[config.mk]
export PLATFORM = sky130hd
export DESIGN_NAME = msx_joyport_ctrl
export DESIGN_NICKNAME = d
export VERILOG_FILES = /design/src/rtl/msx_joyport_pkg.sv /design/src/rtl/sat_acc8.sv /design/src/rtl/msx_joyport_ctrl.sv
export SDC_FILE = /design/constraint.sdc
export NUM_CORES = 1
export LEC_CHECK = 0
export CAP_MARGIN = 20
export CORE_AREA = 2 2 80 82
export CTS_CLUSTER_SIZE = 12
export DETAILED_ROUTE_END_ITERATION = 7
export DIE_AREA = 0 0 82 84
export DONT_BUFFER_PORTS = 1
export PLACE_DENSITY = 0.79
export SLEW_MARGIN = 5
export SYNTH_ARGS = -nofsm -noshare
export SYNTH_HDL_FRONTEND = slang
export SYNTH_SLANG_ARGS = --single-unit
[constraint.sdc]
create_clock -name clk_sys -period 6.1 [get_ports clk_sys]
set_clock_uncertainty 0.15 [all_clocks]
set_input_delay 1.22 -clock clk_sys [delete_from_list [all_inputs] [get_ports clk_sys]]
set_output_delay 1.22 -clock clk_sys [all_outputs]
set_load 0.01 [all_outputs]
[src/rtl/msx_joyport_pkg.sv]
// Shared types and constants for the MSX joystick-port controller.
package msx_joyport_pkg;

    // Which device currently owns the joystick port.
    typedef enum logic {
        MODE_JOY   = 1'b0,
        MODE_MOUSE = 1'b1
    } mode_t;

    // Position within the four-nibble mouse read sequence.
    typedef enum logic [1:0] {
        NIB_N0 = 2'd0,
        NIB_N1 = 2'd1,
        NIB_N2 = 2'd2,
        NIB_N3 = 2'd3
    } nib_t;

    // Idle clk_sys cycles without a strobe edge before the sequence restarts.
    localparam int DEFAULT_TIMEOUT = 100000;

    // Width of the mouse motion accumulators and snapshots.
    localparam int ACC_W = 8;

endpackage

[src/rtl/sat_acc8.sv]
// Saturating 8-bit accumulate step: base + (optionally negated) 9-bit delta,
// computed at 10 bits and clamped to -128..+127.
module sat_acc8
    import msx_joyport_pkg::*;
(
    input  logic signed [ACC_W-1:0] base,
    input  logic signed [8:0]       delta,
    input  logic                    negate,
    output logic signed [ACC_W-1:0] sum
);

    // 10 bits hold -256..+256 for the delta and -384..+383 for the sum.
    localparam logic signed [9:0] SAT_MAX = 10'sd127;
    localparam logic signed [9:0] SAT_MIN = -10'sd128;

    logic signed [9:0] delta_ext;
    logic signed [9:0] sum_wide;

    // Widen, optionally negate, add and clamp.
    // NOTE: every combinational output gets a value on every path (defaults first), otherwise a latch is inferred.
    always_comb begin
        delta_ext = {delta[8], delta};
        if (negate) begin
            delta_ext = -delta_ext;
        end
        sum_wide = {{(10 - ACC_W){base[ACC_W-1]}}, base} + delta_ext;
        sum      = sum_wide[ACC_W-1:0];
        if (sum_wide > SAT_MAX) begin
            sum = 8'sh7F;
        end else if (sum_wide < SAT_MIN) begin
            sum = 8'sh80;
        end
    end

endmodule

[src/rtl/msx_joyport_ctrl.sv]
// MSX general-purpose port controller: presents either a digital joystick or
// an MSX mouse (four strobe-clocked nibbles) on the PSG port A pins.
module msx_joyport_ctrl
    import msx_joyport_pkg::*;
#(
    parameter int TIMEOUT = DEFAULT_TIMEOUT
) (
    input  logic        clk_sys,
    input  logic        reset,
    input  logic [5:0]  joy_a_n,
    input  logic [8:0]  mouse_x,
    input  logic [8:0]  mouse_y,
    input  logic [1:0]  mouse_btn,
    input  logic        mouse_strobe,
    input  logic        stra,
    output logic [5:0]  port_a,
    output logic        mouse_active
);

    localparam int                CNT_W    = $clog2(TIMEOUT + 1);
    localparam logic [CNT_W-1:0]  TMO_LOAD = CNT_W'(TIMEOUT);
    localparam logic [CNT_W-1:0]  TMO_ONE  = CNT_W'(1);
    // The restart fires on the clock where the counter steps from 2 to 1.
    localparam logic [CNT_W:0]    TMO_FIRE = (CNT_W + 1)'(2);

    mode_t                   mode, mode_next;
    nib_t                    nib, nib_next;
    logic                    stra_q;
    logic signed [ACC_W-1:0] acc_x, acc_y;
    logic signed [ACC_W-1:0] snap_x, snap_y;
    logic [1:0]              btn_q;
    logic [CNT_W-1:0]        tmo_cnt;

    logic                    stra_edge;
    logic                    mouse_exit;
    logic                    take_edge;
    logic                    snap_take;
    logic                    tmo_fire;
    logic signed [ACC_W-1:0] acc_x_base, acc_y_base;
    logic signed [ACC_W-1:0] acc_x_sum, acc_y_sum;
    logic signed [ACC_W-1:0] snap_x_view;
    logic [3:0]              nib_out;

    // Saturating update of the X accumulator; MSX counts left as positive.
    sat_acc8 u_sat_x (
        .base   (acc_x_base),
        .delta  (mouse_x),
        .negate (1'b1),
        .sum    (acc_x_sum)
    );

    // Saturating update of the Y accumulator; up is positive on both sides.
    sat_acc8 u_sat_y (
        .base   (acc_y_base),
        .delta  (mouse_y),
        .negate (1'b0),
        .sum    (acc_y_sum)
    );

    // Edge detection, mode-exit, snapshot and timeout qualifiers plus the nibble mux.
    always_comb begin
        stra_edge  = (stra != stra_q);
        mouse_exit = (mode == MODE_MOUSE) && !(&joy_a_n) && !mouse_strobe;
        take_edge  = (mode == MODE_MOUSE) && !mouse_exit && stra_edge;
        snap_take  = take_edge && (nib == NIB_N0);
        tmo_fire   = (mode == MODE_MOUSE) && !take_edge && ({1'b0, tmo_cnt} == TMO_FIRE);

        // A strobe landing on the snapshot starts the fresh accumulation from zero.
        acc_x_base = snap_take ? '0 : acc_x;
        acc_y_base = snap_take ? '0 : acc_y;

        // In N0 the snapshot is being taken this cycle, so read the accumulator directly.
        snap_x_view = (nib == NIB_N0) ? acc_x : snap_x;
        nib_out     = snap_x_view[7:4];
        case (nib)
            NIB_N0:  nib_out = snap_x_view[7:4];
            NIB_N1:  nib_out = snap_x_view[3:0];
            NIB_N2:  nib_out = snap_y[7:4];
            NIB_N3:  nib_out = snap_y[3:0];
            default: nib_out = snap_x_view[7:4];
        endcase
    end

    // Next-state logic for the mode and nibble FSMs.
    always_comb begin
        mode_next = mode;
        nib_next  = nib;

        unique case (mode)
            MODE_JOY:   if (mouse_strobe) mode_next = MODE_MOUSE;
            MODE_MOUSE: if (mouse_exit)   mode_next = MODE_JOY;
            default:    mode_next = MODE_JOY;
        endcase

        if (mode != MODE_MOUSE || mouse_exit) begin
            nib_next = NIB_N0;
        end else if (take_edge) begin
            unique case (nib)
                NIB_N0:  nib_next = NIB_N1;
                NIB_N1:  nib_next = NIB_N2;
                NIB_N2:  nib_next = NIB_N3;
                NIB_N3:  nib_next = NIB_N0;
                default: nib_next = NIB_N0;
            endcase
        end else if (tmo_fire) begin
            nib_next = NIB_N0;
        end
    end

    // State registers for the mode and nibble FSMs.
    // NOTE: sequential blocks use non-blocking assignments so every register samples pre-edge values.
    always_ff @(posedge clk_sys) begin
        if (reset) begin
            mode <= MODE_JOY;
            nib  <= NIB_N0;
        end else begin
            mode <= mode_next;
            nib  <= nib_next;
        end
    end

    // Datapath: strobe sync, accumulators, snapshots, timeout and pin drivers.
    always_ff @(posedge clk_sys) begin
        if (reset) begin
            stra_q  <= 1'b0;
            acc_x   <= '0;
            acc_y   <= '0;
            snap_x  <= '0;
            snap_y  <= '0;
            btn_q   <= 2'b00;
            tmo_cnt <= '0;
            port_a  <= 6'h3F;
        end else begin
            stra_q <= stra;

            if (mouse_strobe) begin
                acc_x <= acc_x_sum;
                acc_y <= acc_y_sum;
                btn_q <= mouse_btn;
            end else if (snap_take) begin
                acc_x <= '0;
                acc_y <= '0;
            end

            if (snap_take) begin
                snap_x <= acc_x;
                snap_y <= acc_y;
            end

            if (mode != MODE_MOUSE || mouse_exit) begin
                tmo_cnt <= '0;
            end else if (take_edge) begin
                tmo_cnt <= TMO_LOAD;
            end else if (tmo_cnt != '0) begin
                tmo_cnt <= tmo_cnt - TMO_ONE;
            end

            if (mode == MODE_MOUSE) begin
                port_a[5:4] <= ~btn_q;
                if (take_edge) begin
                    port_a[3:0] <= nib_out;
                end
            end else begin
                // Strobe is sampled on the same edge as stra_q, so the pins track joy_a_n | stra_q.
                port_a <= joy_a_n | {6{stra}};
            end
        end
    end

    assign mouse_active = (mode == MODE_MOUSE);

endmodule

; Yosys cells after proc, flatten, opt, wreduce, memory -nomap -nowiden
; Index checks and enable logic that the tools add are counted.
[word_totals]
input_bits = 30
register_bits = 61
elab_cells = 68
out_inout_bits = 7
[op_classes]
n_lt_le_gt_ge = 4
bitwise_logic = 3
add_sub_neg = 4
eq_ne = 6
n_reduce_logical = 19
muxes = 20
[op_table]
columns = cell, count
row1 = 2-to-1 mux 8 bit, 9
row2 = 2-to-1 mux 17 bit, 2
row3 = "> comparator 10 x 8 -> 1 bit, second input constant", 2
row4 = "< comparator 10 x 8 -> 1 bit, second input constant", 2
row5 = "equality test 17 x 2 -> 1 bit, second input constant", 1
row6 = nonzero test 17 bit, 1
row7 = "subtractor 17 x 1 -> 17 bit, second input constant", 1
row8 = one-hot mux 4 bit (4 select lines), 1
row9 = adder 10 bit, 1
row10 = adder 8 x 9 -> 10 bit, 1
row11 = negator 9 -> 10 bit, 1
row12 = one-hot mux 2 bit (4 select lines), 1
row13 = logical AND 1 bit, 7
row14 = 2-to-1 mux 6 bit, 1
row15 = OR 6 bit, 1
row16 = AND reduction 6 bit, 1
row17 = "equality test 2 bit, second input constant", 2
row18 = zero test 1 bit, 4
row19 = 2-to-1 mux 2 bit, 2
row20 = 2-to-1 mux 4 bit, 1
row21 = nonzero test 2 bit, 2
row22 = OR reduction 3 bit, 1
row23 = "equality test 2 x 1 -> 1 bit, second input constant", 1
row24 = zero test 2 bit, 1
row25 = other kinds (8), 9

; Longest topological paths before layout
[logic_depth]
word_depth = 14
mapped_depth = 15
ltp_nobuf = 13

; By module
; A second synthesis with hierarchy kept.
[unflattened]
cells_unflattened = 486
area_unflattened_um2 = 4076.4
[modules_own_cells]
columns = module, instances, cells_each, area_per_inst_um2
row1 = msx_joyport_ctrl, 1, 287, 2555.0
row2 = sat_acc8 at u_sat_y, 1, 96, 764.5
row3 = sat_acc8 at u_sat_x, 1, 103, 757.0

; Least setup slack after synthesis
; No wires, ideal clock.
[synth_timing]
kind = in2reg
startpoint = input stra
endpoint = register acc_y[0]
cell_stages = 14
path_buffers = 2
slack_ps = 1687
t_arrival_ps = 4123
cell_sequence = buf_2 xor2_1 nand3_1 or2_2 clkbuf_1 and2_1 ha_1 fa_1 a211oi_1 nor3b_1 nor3_1 o211ai_1 a21oi_1 a211oi_1
[synth_via]
elab_chain_len = 9
elab_cells_between_ends = 10
classes_between = add/sub (1) / order compare (2) / eq/ne (1) / mux (4) / reduce/logical (2)
[synth_lines]
columns = element, line_no
row1 = "start, declared", msx_joyport_ctrl.sv:15  ; input logic stra,
row2 = != test 1 bit (*), msx_joyport_ctrl.sv:62  ; stra_edge = (stra != stra_q);
row3 = logical AND 1 bit (*), msx_joyport_ctrl.sv:64  ; take_edge = (mode == MODE_MOUSE) && !mouse_exit && stra_edge;
row4 = logical AND 1 bit (*), msx_joyport_ctrl.sv:65  ; snap_take = take_edge && (nib == NIB_N0);
row5 = 2-to-1 mux 8 bit (*), n/a
row6 = adder 8 x 9 -> 10 bit, sat_acc8.sv:26  ; sum_wide = {{(10 - ACC_W){base[ACC_W-1]}}, base} + delta_ext;
row7 = < comparator 10 x 8 -> 1 bit, sat_acc8.sv:30  ; end else if (sum_wide < SAT_MIN) begin
row8 = 2-to-1 mux 8 bit, sat_acc8.sv:30
row9 = 2-to-1 mux 8 bit, sat_acc8.sv:28  ; if (sum_wide > SAT_MAX) begin
row10 = 2-to-1 mux 8 bit (*), msx_joyport_ctrl.sv:136  ; if (mouse_strobe) begin
row11 = "end signal, assigned", msx_joyport_ctrl.sv:138  ; acc_y <= acc_y_sum;
row12 = "end, declared", msx_joyport_ctrl.sv:29  ; logic signed [ACC_W-1:0] acc_x, acc_y;
; Mark *: on every way between the ends. The rest lies on a longest branch, timed or not.
; A chain may end at the register's enable or synchronous reset.

; Worst setup path in the final report
[layout_timing]
startpoint = input stra
endpoint = register acc_y[4]
; Same word-level chain as after synthesis.

==> metrics.md <==
| Metric | Value |
|---|---|
| ANT cells | `0` |
| Residual DRC | `0` |
| Post-CTS sizing | `0` |
| Synth cell types | `52` |
| Hold EP | `snap_y[5]` |
| Vias in the first global route | `between 2k and 3k` |
| Count of final setup violators | `0` |
| F_max | `0.223 GHz` |
| Worst-Skew Late Latency | `~0.33 ns` |
| Setup TNS | `0 ns` |
| Min-Delay Path Depth | `2` |
| Reg-to-reg endpoint | `acc_y[4]` |
| CP Max Fanout | `34` |
| Post-Syn Nets | `around 500` |
| Largest net degree at the start of global routing | `38` |
| Post-synthesis cell area | `between 0.003 and 0.004 sq mm` |
| FP Rows | `29` |
| Crit path DAT | `4.57 ns` |
| Total global routing overflow | `0` |
| Postcts setup bufs | `0` |
| Clock root buffer | `clkbuf_8` |
| Die area | `about 0.0069 sq mm` |
| R2R Setup Slk | `between 2 and 2.5 ns` |
| Max IR drop VDD | `0.192 mV` |
| Type of the most critical hold path | `flop to flop` |
| Final #Nets | `approximately 490` |
| CP delay by family, top | `compound AO/OA/AOI/OAI gates` |
| CP max stage cell | `a41oi_1` |
| Final Hold Fails | `0` |
| Die H | `84 um` |
| GRT Overall Usage | `22.6%` |
| Die W | `roughly 82 um` |
| Worst-path clk slew | `roughly 0.06 ns` |
| Final worst-path cycle share | `73.6%` |
| Nature of the critical path endpoint | `flop` |
| Syn Area/Cell | `just under 8 sq um` |
| CTS tree | `done` |
| Unrepaired setup endpoints after global routing | `no` |
| Fillers | `546` |
| Core Area | `0.00610 sq mm` |
| DR vias/cell | `5.90` |
| Final Wtd Congestion | `0.829` |
| Io pins | `37` |
| Num Clock Sinks | `between 50 and 60` |
| Worst-path cell chain | `xor2_1, nand3_1, or2_2, and2_1, ha_1, a21o_1, and4_1, o21ai_1, a41oi_1, a21oi_1, a211oi_1` |
| Syn Inst Count | `445` |
| Worst reg2reg path depth | `12` |
| DR WL met3 | `511 um` |
| Wire length on met2 | `3350 um` |
| Post-synth EDFFs | `0` |
| Worst Path Buf+Inv | `0` |
| Yosys warning total | `0` |
| Worst hold start | `acc_y[5]` |
| Status | `finished clean` |
| Slowest stage delay, CP | `0.60 ns` |
| Hold slack | `0.298 ns` |
| Worst path required time | `6.18 ns` |
| Cell Pwr Density | `between 300 and 400 mW/mm^2` |
| First-pass GRT wire length | `12400 um` |
| Initial Util | `a little under 60%` |
| Post-detailed-route count of antenna-violating nets | `0` |
| Kind of critical path | `input pin to flop` |
| Port Buffers | `0` |
| Layout area overhead | `6.01%` |
| Share of layout cells above drive strength 1 | `4.75%` |
| Max Cap Viol | `0` |
| DR iter-0 viols | `~140` |
| Final-report max-slew violation count | `0` |
| Sequential cell area | `between 0.001 and 0.0015 sq mm` |
| Ys flop type | `dfxtp_1` |
| Slew headroom | `52.7%` |
| Initial antenna violation count | `0` |
| CP startpoint kind | `input pin` |
| Routed wire length per instance | `14.3 um` |
| DRT Pass-1 Iters | `4` |
| Seq/Total Area, Yosys | `32.4%` |
| P_leak | `about 1.5 nW` |
| Vias | `around 3.1k` |
| Hold_buf cts | `0` |
| Top Layer Used | `met4` |
| Hpwl dp | `5500 um` |
| Detailed-routing wirelength on met1 | `3470 um` |
| Async SR Flop Fraction | `0%` |
| Reg-to-reg critical path startpoint | `nib[0]` |
| Total CTS buffers | `9` |
| Fin crit period | `4.49 ns` |
| WL final | `7430 um` |
| Htree depth | `3` |
| Most frequent cells in the layout | `nand2_1 (57), dfxtp_1 (57), a21oi_1 (46), nor2_1 (38), ha_1 (25)` |
| Area of the multi-input gates | `0.00224 sq mm` |
| Actual slew at the worst max-slew pin | `0.701 ns` |
| Worst-case clock buffer depth | `2` |
| Synthesis-stage register bit count | `57` |
-- flip-flops by register name, summed over array words and instances, names as in the netlist --
name and count:
nib 2, tmo_cnt 17, snap_y 8, stra_q 1, snap_x 4, acc_y 8, mouse_active 1, port_a 6
btn_q 2, acc_x 8
-- final cells by class --
cell class	instances	share of cell area (%)
inverters	18	1.81
flip-flops and latches	57	30.6
clock inverters	3	1.07
clock buffers	13	3.99
multi-input cells	351	60.0
well taps	77	2.58
-- power by group --
part	total, W	internal, W	switching [W]	leakage (nW)
Combinational	0.000429	0.000187	0.000242	0.948
Sequential	0.000441	0.000411	0.0000305	0.466
Clock	0.000338	0.000199	0.000140	0.0974
-- worst min-delay path: stages, from the launching register on --
cell and delay, ns:
dfxtp_1 0.31, nand2_1 0.05, a21oi_1 0.05
-- Yosys cell counts (3+ instances only) --
cell type,instances,area share [%]
dfxtp_1,57,32
nand2_1,57,6.1
a21oi_1,46,6.5
nor2_1,38,4.1
ha_1,25,8.9
o21ai_0,21,3.0
inv_1,18,1.9
clkbuf_1,17,1.8
and2_1,15,2.7
nor3_1,12,1.7
xnor2_1,12,3.0
or3_1,11,2.0
xor2_1,10,2.5
a211oi_1,9,1.9
nand2b_1,7,1.2
nand3_1,7,1.0
nor2b_1,6,1.1
o32ai_1,6,1.5
a21o_1,5,1.1
and3_1,5,0.89
a222oi_1,4,1.1
nor4_1,4,0.71
o2111ai_1,4,1.0
o211ai_1,4,0.85
o31ai_1,4,0.85
a41oi_1,3,0.75
mux2i_1,3,0.85
or2_2,3,0.53
-- worst max path at each step --
stage	startpoint	end	cells past startpoint
2_1_floorplan	stra	acc_y[0]	14
3_3_place_gp	stra	acc_y[5]	12
3_5_place_dp	stra	acc_y[4]	12
4_1_cts	stra	acc_y[4]	12
5_1_grt	stra	acc_y[6]	12
6_report	stra	acc_y[4]	11
-- logic make-up after synthesis --
| group | count (synthesis) | share of synthesized area [%] |
|---|---|---|
| xor+xnor | 22 | 5.47 |
| flops | 57 | 32.4 |
| mux | 3 | 0.853 |
| buf+inv | 37 | 4.02 |
| fa+ha+maj | 27 | 10.0 |
| compound gates | 123 | 22.6 |
| simple gates | 176 | 24.6 |
-- stage by stage --
stage	power (W)	utilization, %	instance area (sq um)	setup slack, ns	instances
final	0.00121	61.2	3730	1.61	519
after global placement	0.000862	58.1	3540	1.45	503
after detailed placement	0.000871	58.1	3540	1.36	503
after global routing	0.00129	61.2	3730	1.31	519
after floorplan	0.000796	-	3520	1.69	445
after CTS	0.00121	61.2	3730	1.69	519
-- layer usage --
metal,track usage (%),vias up
li1,-,1587
met1,29.6,1371
met2,35.4,98
met3,4.55,8
met4,10.3,0
met5,0,-
No activity file was read; power rests on OpenSTA's default activity.
